--- src/rtl/agc_op_sequencer.sv ---
// rtl/agc_op_sequencer.sv - multi-cycle one's-complement CS/AD/CCS/CMP sequencer
module agc_op_sequencer #(
  parameter int WIDTH = 15
) (
  input  logic             clk,
  input  logic             reset_n,
  input  logic             start,
  input  logic [1:0]       opcode,
  input  logic [WIDTH-1:0] operand_a,
  input  logic [WIDTH-1:0] operand_b,
  output logic             busy,
  output logic             done,
  output logic [WIDTH-1:0] result,
  output logic [1:0]       skip,
  output logic             overflow
);

  localparam logic [1:0] ST_IDLE  = 2'd0;
  localparam logic [1:0] ST_EXEC  = 2'd1;
  localparam logic [1:0] ST_CARRY = 2'd2;
  localparam logic [1:0] ST_DONE  = 2'd3;

  localparam logic [1:0] OP_CS  = 2'b00;
  localparam logic [1:0] OP_AD  = 2'b01;
  localparam logic [1:0] OP_CCS = 2'b10;
  localparam logic [1:0] OP_CMP = 2'b11;

  // +0 is all zeros, -0 is all ones in one's complement
  localparam logic [WIDTH-1:0] ZERO_POS = '0;
  localparam logic [WIDTH-1:0] ZERO_NEG = '1;
  localparam logic [WIDTH-1:0] ONE      = WIDTH'(1);

  logic [1:0]       state_q, state_d;
  logic [1:0]       opcode_q, opcode_d;
  logic [WIDTH-1:0] a_q, a_d;
  logic [WIDTH-1:0] b_q, b_d;
  logic [WIDTH:0]   sum_q, sum_d;
  logic [WIDTH-1:0] result_q, result_d;
  logic [1:0]       skip_q, skip_d;
  logic             overflow_q, overflow_d;

  logic [WIDTH-1:0] cs_val;
  logic [WIDTH:0]   raw_sum;
  logic [WIDTH-1:0] eac_val;
  logic             eac_ovf;
  logic [WIDTH-1:0] cmp_val;
  logic [WIDTH-1:0] ccs_val;
  logic [1:0]       ccs_skip;

  // Datapath: inverter, raw adder, end-around-carry fold, comparator, CCS classifier
  always_comb begin
    cs_val   = ~a_q;
    raw_sum  = {1'b0, a_q} + {1'b0, b_q};
    // carry out of the top bit wraps back into bit 0
    eac_val  = sum_q[WIDTH-1:0] + {{(WIDTH-1){1'b0}}, sum_q[WIDTH]};
    eac_ovf  = (a_q[WIDTH-1] == b_q[WIDTH-1]) && (eac_val[WIDTH-1] != a_q[WIDTH-1]);
    cmp_val  = {{(WIDTH-1){1'b0}}, (a_q > b_q)};
    ccs_val  = '0;
    ccs_skip = 2'd0;
    if (a_q == ZERO_POS) begin
      ccs_val  = '0;
      ccs_skip = 2'd1;
    end else if (a_q == ZERO_NEG) begin
      ccs_val  = '0;
      ccs_skip = 2'd3;
    end else if (!a_q[WIDTH-1]) begin
      ccs_val  = a_q - ONE;
      ccs_skip = 2'd0;
    end else begin
      // magnitude of a negative word, minus one
      ccs_val  = cs_val - ONE;
      ccs_skip = 2'd2;
    end
  end

  // Next-state and register-update logic for the sequencing FSM
  always_comb begin
    state_d    = state_q;
    opcode_d   = opcode_q;
    a_d        = a_q;
    b_d        = b_q;
    sum_d      = sum_q;
    result_d   = result_q;
    skip_d     = skip_q;
    overflow_d = overflow_q;
    case (state_q)
      ST_IDLE: begin
        if (start) begin
          opcode_d = opcode;
          a_d      = operand_a;
          b_d      = operand_b;
          state_d  = ST_EXEC;
        end
      end
      ST_EXEC: begin
        if (opcode_q == OP_AD) begin
          // outputs stay untouched until the carry has been folded in
          sum_d   = raw_sum;
          state_d = ST_CARRY;
        end else begin
          skip_d     = 2'd0;
          overflow_d = 1'b0;
          case (opcode_q)
            OP_CS:   result_d = cs_val;
            OP_CCS: begin
              result_d = ccs_val;
              skip_d   = ccs_skip;
            end
            OP_CMP:  result_d = cmp_val;
            default: result_d = cs_val;
          endcase
          state_d = ST_DONE;
        end
      end
      ST_CARRY: begin
        result_d   = eac_val;
        skip_d     = 2'd0;
        overflow_d = eac_ovf;
        state_d    = ST_DONE;
      end
      ST_DONE: begin
        state_d = ST_IDLE;
      end
      default: begin
        state_d = ST_IDLE;
      end
    endcase
  end

  // State and operand/result registers with asynchronous clear
  always_ff @(posedge clk or negedge reset_n) begin
    if (!reset_n) begin
      state_q    <= ST_IDLE;
      opcode_q   <= 2'b00;
      a_q        <= '0;
      b_q        <= '0;
      sum_q      <= '0;
      result_q   <= '0;
      skip_q     <= 2'd0;
      overflow_q <= 1'b0;
    end else begin
      state_q    <= state_d;
      opcode_q   <= opcode_d;
      a_q        <= a_d;
      b_q        <= b_d;
      sum_q      <= sum_d;
      result_q   <= result_d;
      skip_q     <= skip_d;
      overflow_q <= overflow_d;
    end
  end

  // Handshake flags decode straight from state so reset clears them at once
  always_comb begin
    busy     = (state_q != ST_IDLE);
    done     = (state_q == ST_DONE);
    result   = result_q;
    skip     = skip_q;
    overflow = overflow_q;
  end

endmodule

--- config.mk ---
export PLATFORM = sky130hd
export DESIGN_NAME = agc_op_sequencer
export DESIGN_NICKNAME = d
export VERILOG_FILES = /design/src/rtl/agc_op_sequencer.sv
export SDC_FILE = /design/constraint.sdc
export NUM_CORES = 1
export LEC_CHECK = 0
export ABC_AREA = 1
export BUFFER_PORTS_ARGS = -buffer_cell sky130_fd_sc_hd__buf_4
export CAP_MARGIN = 20
export CELL_PAD_IN_SITES_DETAIL_PLACEMENT = 1
export CELL_PAD_IN_SITES_GLOBAL_PLACEMENT = 1
export CORE_UTILIZATION = 25
export DETAILED_ROUTE_END_ITERATION = 10
export PLACE_DENSITY_LB_ADDON = 0.1
export RECOVER_POWER = 50
export SETUP_SLACK_MARGIN = 0.15
export SLEW_MARGIN = 20
export SYNTH_ARGS = -nofsm -noshare
export SYNTH_HDL_FRONTEND = slang
export SYNTH_SLANG_ARGS = --single-unit
--- constraint.sdc ---
create_clock -name clk -period 4 [get_ports clk]
set_input_delay 0.6 -clock clk [delete_from_list [all_inputs] [get_ports clk]]
set_output_delay 0.6 -clock clk [all_outputs]
set_load 0.01 [all_outputs]
==> impl_metrics.prom, run 1 <==
# TYPE chip_impl_metric gauge
chip_impl_metric{name="synth-edff-count",unit=""} 0
chip_impl_info{name="timing.critical_path.to",value="result[11]"} 1
chip_impl_metric{name="htree_levels",unit=""} 3
chip_impl_metric{name="worst_case_clock_skew",unit="ns"} 0.00996
chip_impl_metric{name="chipHeight",unit="um"} 143
chip_impl_info{name="min-delay-path-class",value="register to register"} 1
chip_impl_metric{name="cts.repair_timing.setup_buffer_count",unit=""} 0
chip_impl_metric{name="cpPeakStageDelay",unit="ns"} 0.99
chip_impl_metric{name="num-nets-final",unit=""} 821
chip_impl_metric{name="worst_r2r_path_depth",unit=""} 10
chip_impl_metric{name="gp_routability_congestion",unit=""} 0.847
chip_impl_metric{name="path_clk_slew",unit="ns"} 0.06
chip_impl_metric{name="ir_drop",unit="mV"} 0.264
chip_impl_metric{name="syn_inst",unit=""} 699
chip_impl_metric{name="min_period_over_period",unit=""} 0.701
chip_impl_metric{name="setup-tns-final",unit="ns"} 0
chip_impl_metric{name="cts_buffer_depth",unit=""} 2
chip_impl_info{name="critical_path.reg2reg.startpoint",value="a_q[14]"} 1
chip_impl_metric{name="clk_latency",unit="ns"} 0.34
chip_impl_metric{name="asyncSetResetFlopFracSynth",unit=""} 1.00
chip_impl_metric{name="clock-sinks",unit=""} 68
chip_impl_metric{name="synth_top_area_share",unit=""} 0.341
chip_impl_metric{name="drt-initial-drc-count",unit=""} 231
chip_impl_metric{name="postSynthRegisterBits",unit=""} 68
chip_impl_metric{name="ys_seq_area_frac",unit=""} 0.341
chip_impl_metric{name="finish.utilization",unit=""} 0.303
chip_impl_info{name="worst_hold_startpoint",value="result[14]"} 1
chip_impl_metric{name="post-route-drc-count",unit=""} 0
chip_impl_metric{name="largest_net_degree_at_the_start_of_global_routing",unit=""} 69
chip_impl_metric{name="p_leak",unit="nW"} 2.93
chip_impl_metric{name="grt_first_pass_wirelength",unit="um"} 27600
chip_impl_metric{name="routedWlPerCell",unit="um"} 17.1
chip_impl_metric{name="antenna_left",unit=""} 0
chip_impl_metric{name="ys_types",unit=""} 40
chip_impl_metric{name="syn_to_final_growth",unit="%"} 18.6
chip_impl_metric{name="hold_viol_final",unit=""} 0
chip_impl_metric{name="detailroute.via_count",unit=""} 4655
chip_impl_metric{name="floorplan.rows",unit=""} 51
chip_impl_metric{name="maxSlewHeadroom",unit=""} -0.242
chip_impl_metric{name="die_width",unit="um"} 143
chip_impl_metric{name="standard_cell_core_area",unit="um2"} 19500
chip_impl_metric{name="timing.hold.ws",unit="ns"} 0.480
chip_impl_metric{name="avgSynthCellArea",unit="um2"} 7.15
chip_impl_info{name="clockRootBuffer",value="clkbuf_16"} 1
chip_impl_metric{name="timing_max_transition_violations_final",unit=""} 69
chip_impl_metric{name="total_iterations_of_the_first_detailed_routing_run",unit=""} 4
chip_impl_info{name="critical-path-top-delay-family",value="simple AND/OR/NAND/NOR gates"} 1
chip_impl_metric{name="drt_wl_total",unit="um"} 17300
chip_impl_metric{name="ys_warn_count",unit=""} 0
chip_impl_metric{name="totalPowerFinal",unit="mW"} 5.72
chip_impl_metric{name="final-setup-viol-count",unit=""} 0
chip_impl_metric{name="gr-usage-all-layers",unit=""} 0.182
chip_impl_metric{name="maxCapViolations",unit=""} 1
chip_impl_metric{name="pin_count",unit=""} 55
chip_impl_metric{name="power.density",unit="nW/um2"} 966
chip_impl_metric{name="buffer_ports.inserted",unit=""} 54
chip_impl_metric{name="final_layout_size_suffix_gt1_frac",unit=""} 0.124
chip_impl_metric{name="post_drt_via_cell_ratio",unit=""} 4.58
chip_impl_metric{name="die-area",unit="um2"} 20600
chip_impl_info{name="critPathKind",value="register to register"} 1
chip_impl_metric{name="syn_area",unit="um2"} 5000
chip_impl_metric{name="maxClockFrequency",unit="MHz"} 357
chip_impl_metric{name="grt_pass1_vias",unit=""} 4804
chip_impl_info{name="rsz0062_at_grt",value="no"} 1
chip_impl_metric{name="overflow",unit=""} 0
chip_impl_info{name="synthTopCellsByArea",value="dfrtp_1, nand2_1, ha_1, a21oi_1, inv_1"} 1
chip_impl_metric{name="number_of_gates_on_the_worst_path_with_buffers_counted",unit=""} 10
chip_impl_info{name="synth_most_common_cell",value="nand2_1"} 1
chip_impl_info{name="cts_tree",value="done"} 1
chip_impl_metric{name="post-route-min-period",unit="ns"} 2.80
chip_impl_metric{name="critPathBufInv",unit=""} 1
chip_impl_info{name="cpMaxStageDelayCell",value="dfrtp_1"} 1
chip_impl_info{name="ys.flop_type",value="dfrtp_1"} 1
chip_impl_info{name="critical-path-top-cell-by-count",value="nand2_1"} 1
chip_impl_info{name="cell_by_cell_listing_of_the_critical_path",value="inv_1 -> nand2_1 -> nor2_1 -> nand2_1 -> nand2_1 -> nor2_2 -> nand3_1 -> nand2_1 -> nand2_1 -> a21oi_1"} 1
chip_impl_info{name="synth_commonest_cells",value="nand2_1, inv_1, nor2_1"} 1
chip_impl_metric{name="ff2ff_setup_slack",unit="ns"} 1.20
chip_impl_metric{name="worst_max_slew_pin_slew",unit="ns"} 1.86
chip_impl_metric{name="synthesis.nets",unit=""} 774
chip_impl_metric{name="holdBufCountCts",unit=""} 0
chip_impl_metric{name="worst_ep_arrival_time",unit="ns"} 3.07
chip_impl_info{name="start_kind",value="register"} 1
chip_impl_metric{name="wp_data_required",unit="ns"} 4.27
chip_impl_metric{name="antenna-diode-count",unit=""} 0
chip_impl_metric{name="grt_antenna_before_repair",unit=""} 0
chip_impl_info{name="worstSetupStartpoint",value="a_q[14]"} 1
chip_impl_info{name="timing.critical_path.to_type",value="register"} 1
chip_impl_metric{name="timing.critical_path.fanout_max",unit=""} 22
chip_impl_metric{name="dpl.hpwl",unit="um"} 13900
chip_impl_info{name="status",value="complete, but fails checks"} 1
chip_impl_info{name="violations",value="max-capacitance violations, max-slew violations"} 1
chip_impl_metric{name="post_cts_resized",unit=""} 0
chip_impl_metric{name="cts_buffers",unit=""} 9
chip_impl_info{name="reg2reg_end",value="result[11]"} 1
chip_impl_info{name="synth_area_leader_cell",value="dfrtp_1"} 1
chip_impl_metric{name="start_util",unit=""} 0.256
-- layout by cell type (no fill, tap or decap), types with 18 or more instances in the layout --
master	Yosys	layout
buf_4	0	49
nand3_1	47	47
o21ai_0	32	32
nand2_1	153	152
a21oi_1	66	66
dfrtp_1	68	68
nor2_1	82	82
ha_1	39	39
inv_1	86	86
nand4_1	18	18
-- power by group --
group          internal, mW  switching (mW)
clock                 0.515           0.321
sequential             1.00           0.434
combinational          1.16            2.29
total                  2.67            3.05
-- stage by stage --
step / area [um2] / worst slack (ns) / instances
finish: 5920 / 1.20 / 1016
global route: 5920 / 0.841 / 1016
CTS: 5960 / 1.15 / 1016
detailed placement: 5650 / 1.19 / 1000
global placement: 5650 / 1.29 / 1000
floorplan: 5000 / 2.22 / 699
-- worst min path at each step --
stage                 end  slack, ns  cells after the start
2_1_floorplan      a_q[0]       0.30                      0
3_3_place_gp   result[14]       0.47                      2
3_5_place_dp   result[14]       0.47                      2
4_1_cts            b_q[3]       0.45                      1
5_1_grt           a_q[11]       0.48                      2
6_report       result[14]       0.48                      2
-- tightest hold or removal path, stage by stage, from the launching register on --
cell and delay [ns]:
dfrtp_1 0.34, nand2_1 0.06, nand2_1 0.05
-- area by class of cell --
| class | instances | area (um2) |
|---|---|---|
| well taps | 265 | 332 |
| clock buffers | 12 | 256 |
| fillers | 2475 | 13600 |
| clock inverters | 4 | 47.5 |
| inverters | 89 | 334 |
| repair buffers | 58 | 403 |
| flip-flops and latches | 68 | 1700 |
| multi-input cells | 520 | 2850 |
-- flip-flops by register name, summed over array words and instances, names as in the netlist --
name	flops
sum_q	16
overflow	1
a_q	15
opcode_q	2
skip	2
state_q	2
b_q	15
result	15
-- metal layers --
| metal | wire length, um | vias to the layer above | GRT usage |
|---|---|---|---|
| met3 | 619 | 19 | 0.0257 |
| met2 | 7300 | 95 | 0.272 |
| met1 | 9110 | 2175 | 0.265 |
| met4 | 308 | 0 | 0.0605 |
| met5 | 0 | - | 0 |
| li1 | - | 2366 | - |
-- cell families after synthesis --
family / Yosys count / share of synthesized area
AND/OR/NAND/NOR: 334 / 0.293
buffers and inverters: 111 / 0.0894
flip-flops: 68 / 0.341
adder cells (fa/ha/maj): 40 / 0.102
multiplexers: 4 / 0.00902
XOR/XNOR: 19 / 0.0363
AO/OA/AOI/OAI: 123 / 0.130
Power figures use the tool's default switching activity.
==> run 2, diff against run 1 <==
==> constraint.sdc (replaced) <==
create_clock -name clk -period 2.5 [get_ports clk]
set_input_delay 0.375 -clock clk [delete_from_list [all_inputs] [get_ports clk]]
set_output_delay 0.375 -clock clk [all_outputs]
set_load 0.01 [all_outputs]
==> impl_metrics.prom, run 2 (synthesized netlist as in run 1, its figures left out) <==
# TYPE chip_impl_metric gauge
chip_impl_metric{name="wp_data_required",unit="ns"} 2.74
chip_impl_metric{name="num-nets-final",unit=""} 840
chip_impl_info{name="clockRootBuffer",value="clkbuf_16"} 1
chip_impl_info{name="rsz0062_at_grt",value="no"} 1
chip_impl_metric{name="maxSlewHeadroom",unit=""} 0.302
chip_impl_metric{name="multi_input_combinational_cell_area",unit="um2"} 2850
chip_impl_metric{name="post_drt_via_cell_ratio",unit=""} 4.68
chip_impl_metric{name="worst_ep_arrival_time",unit="ns"} 2.48
chip_impl_metric{name="post-route-drc-count",unit=""} 0
chip_impl_metric{name="gp_routability_congestion",unit=""} 0.846
chip_impl_metric{name="ff2ff_setup_slack",unit="ns"} 0.26
chip_impl_metric{name="ir_drop",unit="mV"} 0.437
chip_impl_info{name="worstSetupStartpoint",value="a_q[14]"} 1
chip_impl_metric{name="routedWlPerCell",unit="um"} 18.3
chip_impl_metric{name="max_reg_flops",unit=""} 16
chip_impl_metric{name="maxCapViolations",unit=""} 0
chip_impl_info{name="critical_path.reg2reg.startpoint",value="a_q[14]"} 1
chip_impl_metric{name="start_util",unit=""} 0.256
chip_impl_metric{name="maxClockFrequency",unit="MHz"} 447
chip_impl_metric{name="grt_first_pass_wirelength",unit="um"} 29900
chip_impl_metric{name="htree_levels",unit=""} 3
chip_impl_metric{name="timing_max_transition_violations_final",unit=""} 0
chip_impl_info{name="status",value="complete, no violations"} 1
chip_impl_metric{name="largest_net_degree_at_the_start_of_global_routing",unit=""} 36
chip_impl_info{name="final_cell_mix",value="nand2_1, inv_1, nor2_1"} 1
chip_impl_metric{name="hold_viol_final",unit=""} 0
chip_impl_metric{name="min_period_over_period",unit=""} 0.894
chip_impl_metric{name="grt_pass1_vias",unit=""} 5191
chip_impl_info{name="min-delay-path-class",value="input port to async pin"} 1
chip_impl_metric{name="grt_antenna_before_repair",unit=""} 0
chip_impl_metric{name="standard_cell_core_area",unit="um2"} 19500
chip_impl_metric{name="p_leak",unit="nW"} 3.01
chip_impl_metric{name="floorplan.rows",unit=""} 51
chip_impl_metric{name="worst_max_slew_pin_slew",unit="ns"} 1.05
chip_impl_metric{name="overflow",unit=""} 0
chip_impl_metric{name="chipHeight",unit="um"} 143
chip_impl_info{name="most_common_library_cell_in_the_layout_ignoring_fill_and_taps",value="nand2_1"} 1
chip_impl_metric{name="path_clk_slew",unit="ns"} 0.06
chip_impl_metric{name="timing.critical_path.fanout_max",unit=""} 14
chip_impl_metric{name="worst_r2r_path_depth",unit=""} 8
chip_impl_info{name="cts_tree",value="done"} 1
chip_impl_metric{name="totalPowerFinal",unit="mW"} 9.53
chip_impl_metric{name="post-route-min-period",unit="ns"} 2.24
chip_impl_metric{name="power.density",unit="nW/um2"} 1570
chip_impl_metric{name="drt-initial-drc-count",unit=""} 200
chip_impl_metric{name="holdBufCountCts",unit=""} 0
chip_impl_metric{name="syn_to_final_growth",unit="%"} 21.3
chip_impl_info{name="timing.critical_path.to_type",value="register"} 1
chip_impl_metric{name="die_width",unit="um"} 143
chip_impl_metric{name="pin_count",unit=""} 55
chip_impl_metric{name="register_area",unit="um2"} 1700
chip_impl_metric{name="setup-tns-final",unit="ns"} 0
chip_impl_info{name="register_with_the_most_flip_flops",value="sum_q"} 1
chip_impl_metric{name="place_inst",unit=""} 1019
chip_impl_metric{name="num-fill-cells",unit=""} 2465
chip_impl_info{name="critPathKind",value="register to register"} 1
chip_impl_metric{name="final-setup-viol-count",unit=""} 0
chip_impl_metric{name="die-area",unit="um2"} 20600
chip_impl_metric{name="cts_buffers",unit=""} 9
chip_impl_metric{name="gr-usage-all-layers",unit=""} 0.198
chip_impl_metric{name="dpl.hpwl",unit="um"} 15500
chip_impl_metric{name="final_layout_size_suffix_gt1_frac",unit=""} 0.148
chip_impl_info{name="reg2reg_end",value="result[0]"} 1
chip_impl_metric{name="buffer_ports.inserted",unit=""} 54
chip_impl_metric{name="drt_wl_total",unit="um"} 18900
chip_impl_metric{name="detailroute.via_count",unit=""} 4845
chip_impl_info{name="start_kind",value="register"} 1
chip_impl_metric{name="antenna-diode-count",unit=""} 0
chip_impl_metric{name="clock-sinks",unit=""} 68
chip_impl_info{name="timing.critical_path.to",value="result[0]"} 1
chip_impl_metric{name="clk_latency",unit="ns"} 0.35
chip_impl_metric{name="total_iterations_of_the_first_detailed_routing_run",unit=""} 4
chip_impl_metric{name="cts_buffer_depth",unit=""} 2
chip_impl_metric{name="post_layout_nonfiller_instances",unit=""} 1035
chip_impl_metric{name="antenna_left",unit=""} 0
chip_impl_metric{name="worst_case_clock_skew",unit="ns"} 0.00947
-- run 2: worst min path at each step --
stage                       from         to  cells after the start
floorplan                reset_n     a_q[0]                      0
global placement         reset_n  sum_q[13]                      1
detailed placement       reset_n   sum_q[5]                      1
CTS                      reset_n  result[2]                      1
global route        operand_a[2]     a_q[2]                      2
finish                   reset_n     b_q[3]                      1
-- run 2: cell type report --
class | count | area share
Multi-Input combinational cell | 520 | 0.471
Sequential cell | 68 | 0.281
Timing Repair Buffer | 77 | 0.0884
Inverter | 89 | 0.0551
Tap cell | 265 | 0.0547
Clock buffer | 10 | 0.0394
Clock inverter | 6 | 0.0103
-- run 2: through the flow --
step,utilization,hold WS (ns),worst slack [ns],area (um2)
after global routing,0.310,0.270,0.164,6060
after CTS,0.313,0.0410,0.226,6110
after floorplan,-,0.0794,0.718,5000
after detailed placement,0.297,0.409,0.155,5810
after global placement,0.297,0.405,0.157,5810
final,0.310,0.205,0.264,6060
-- run 2: report_power, final --
group	internal, mW	total (mW)	switching (mW)
Combinational	2.02	5.99	3.97
Sequential	1.61	2.20	0.594
Clock	0.800	1.33	0.533
Total	4.43	9.53	5.10
-- run 2: routing by layer --
metal	vias up	routed length, um	GRT usage
met4	0	327	0.0633
li1	2399	-	-
met5	-	0	0
met1	2353	9410	0.271
met2	77	8800	0.324
met3	16	404	0.0207
-- run 2: critical path, cell delays in order (launching register included) --
cell     delay [ns]
dfrtp_1        0.60
ha_2           0.55
nand4_1        0.18
nor3_1         0.25
nand3_1        0.14
nand3_1        0.14
nand3_1        0.10
nand2_1        0.12
nand2_1        0.05
-- run 2: timing repair --
item | in CTS | in global routing
setup buffers | 0 | 0
gates resized for setup | 1 | 2
endpoints found under the hold margin | 0 | 0
endpoints found under the setup margin | 1 | 1
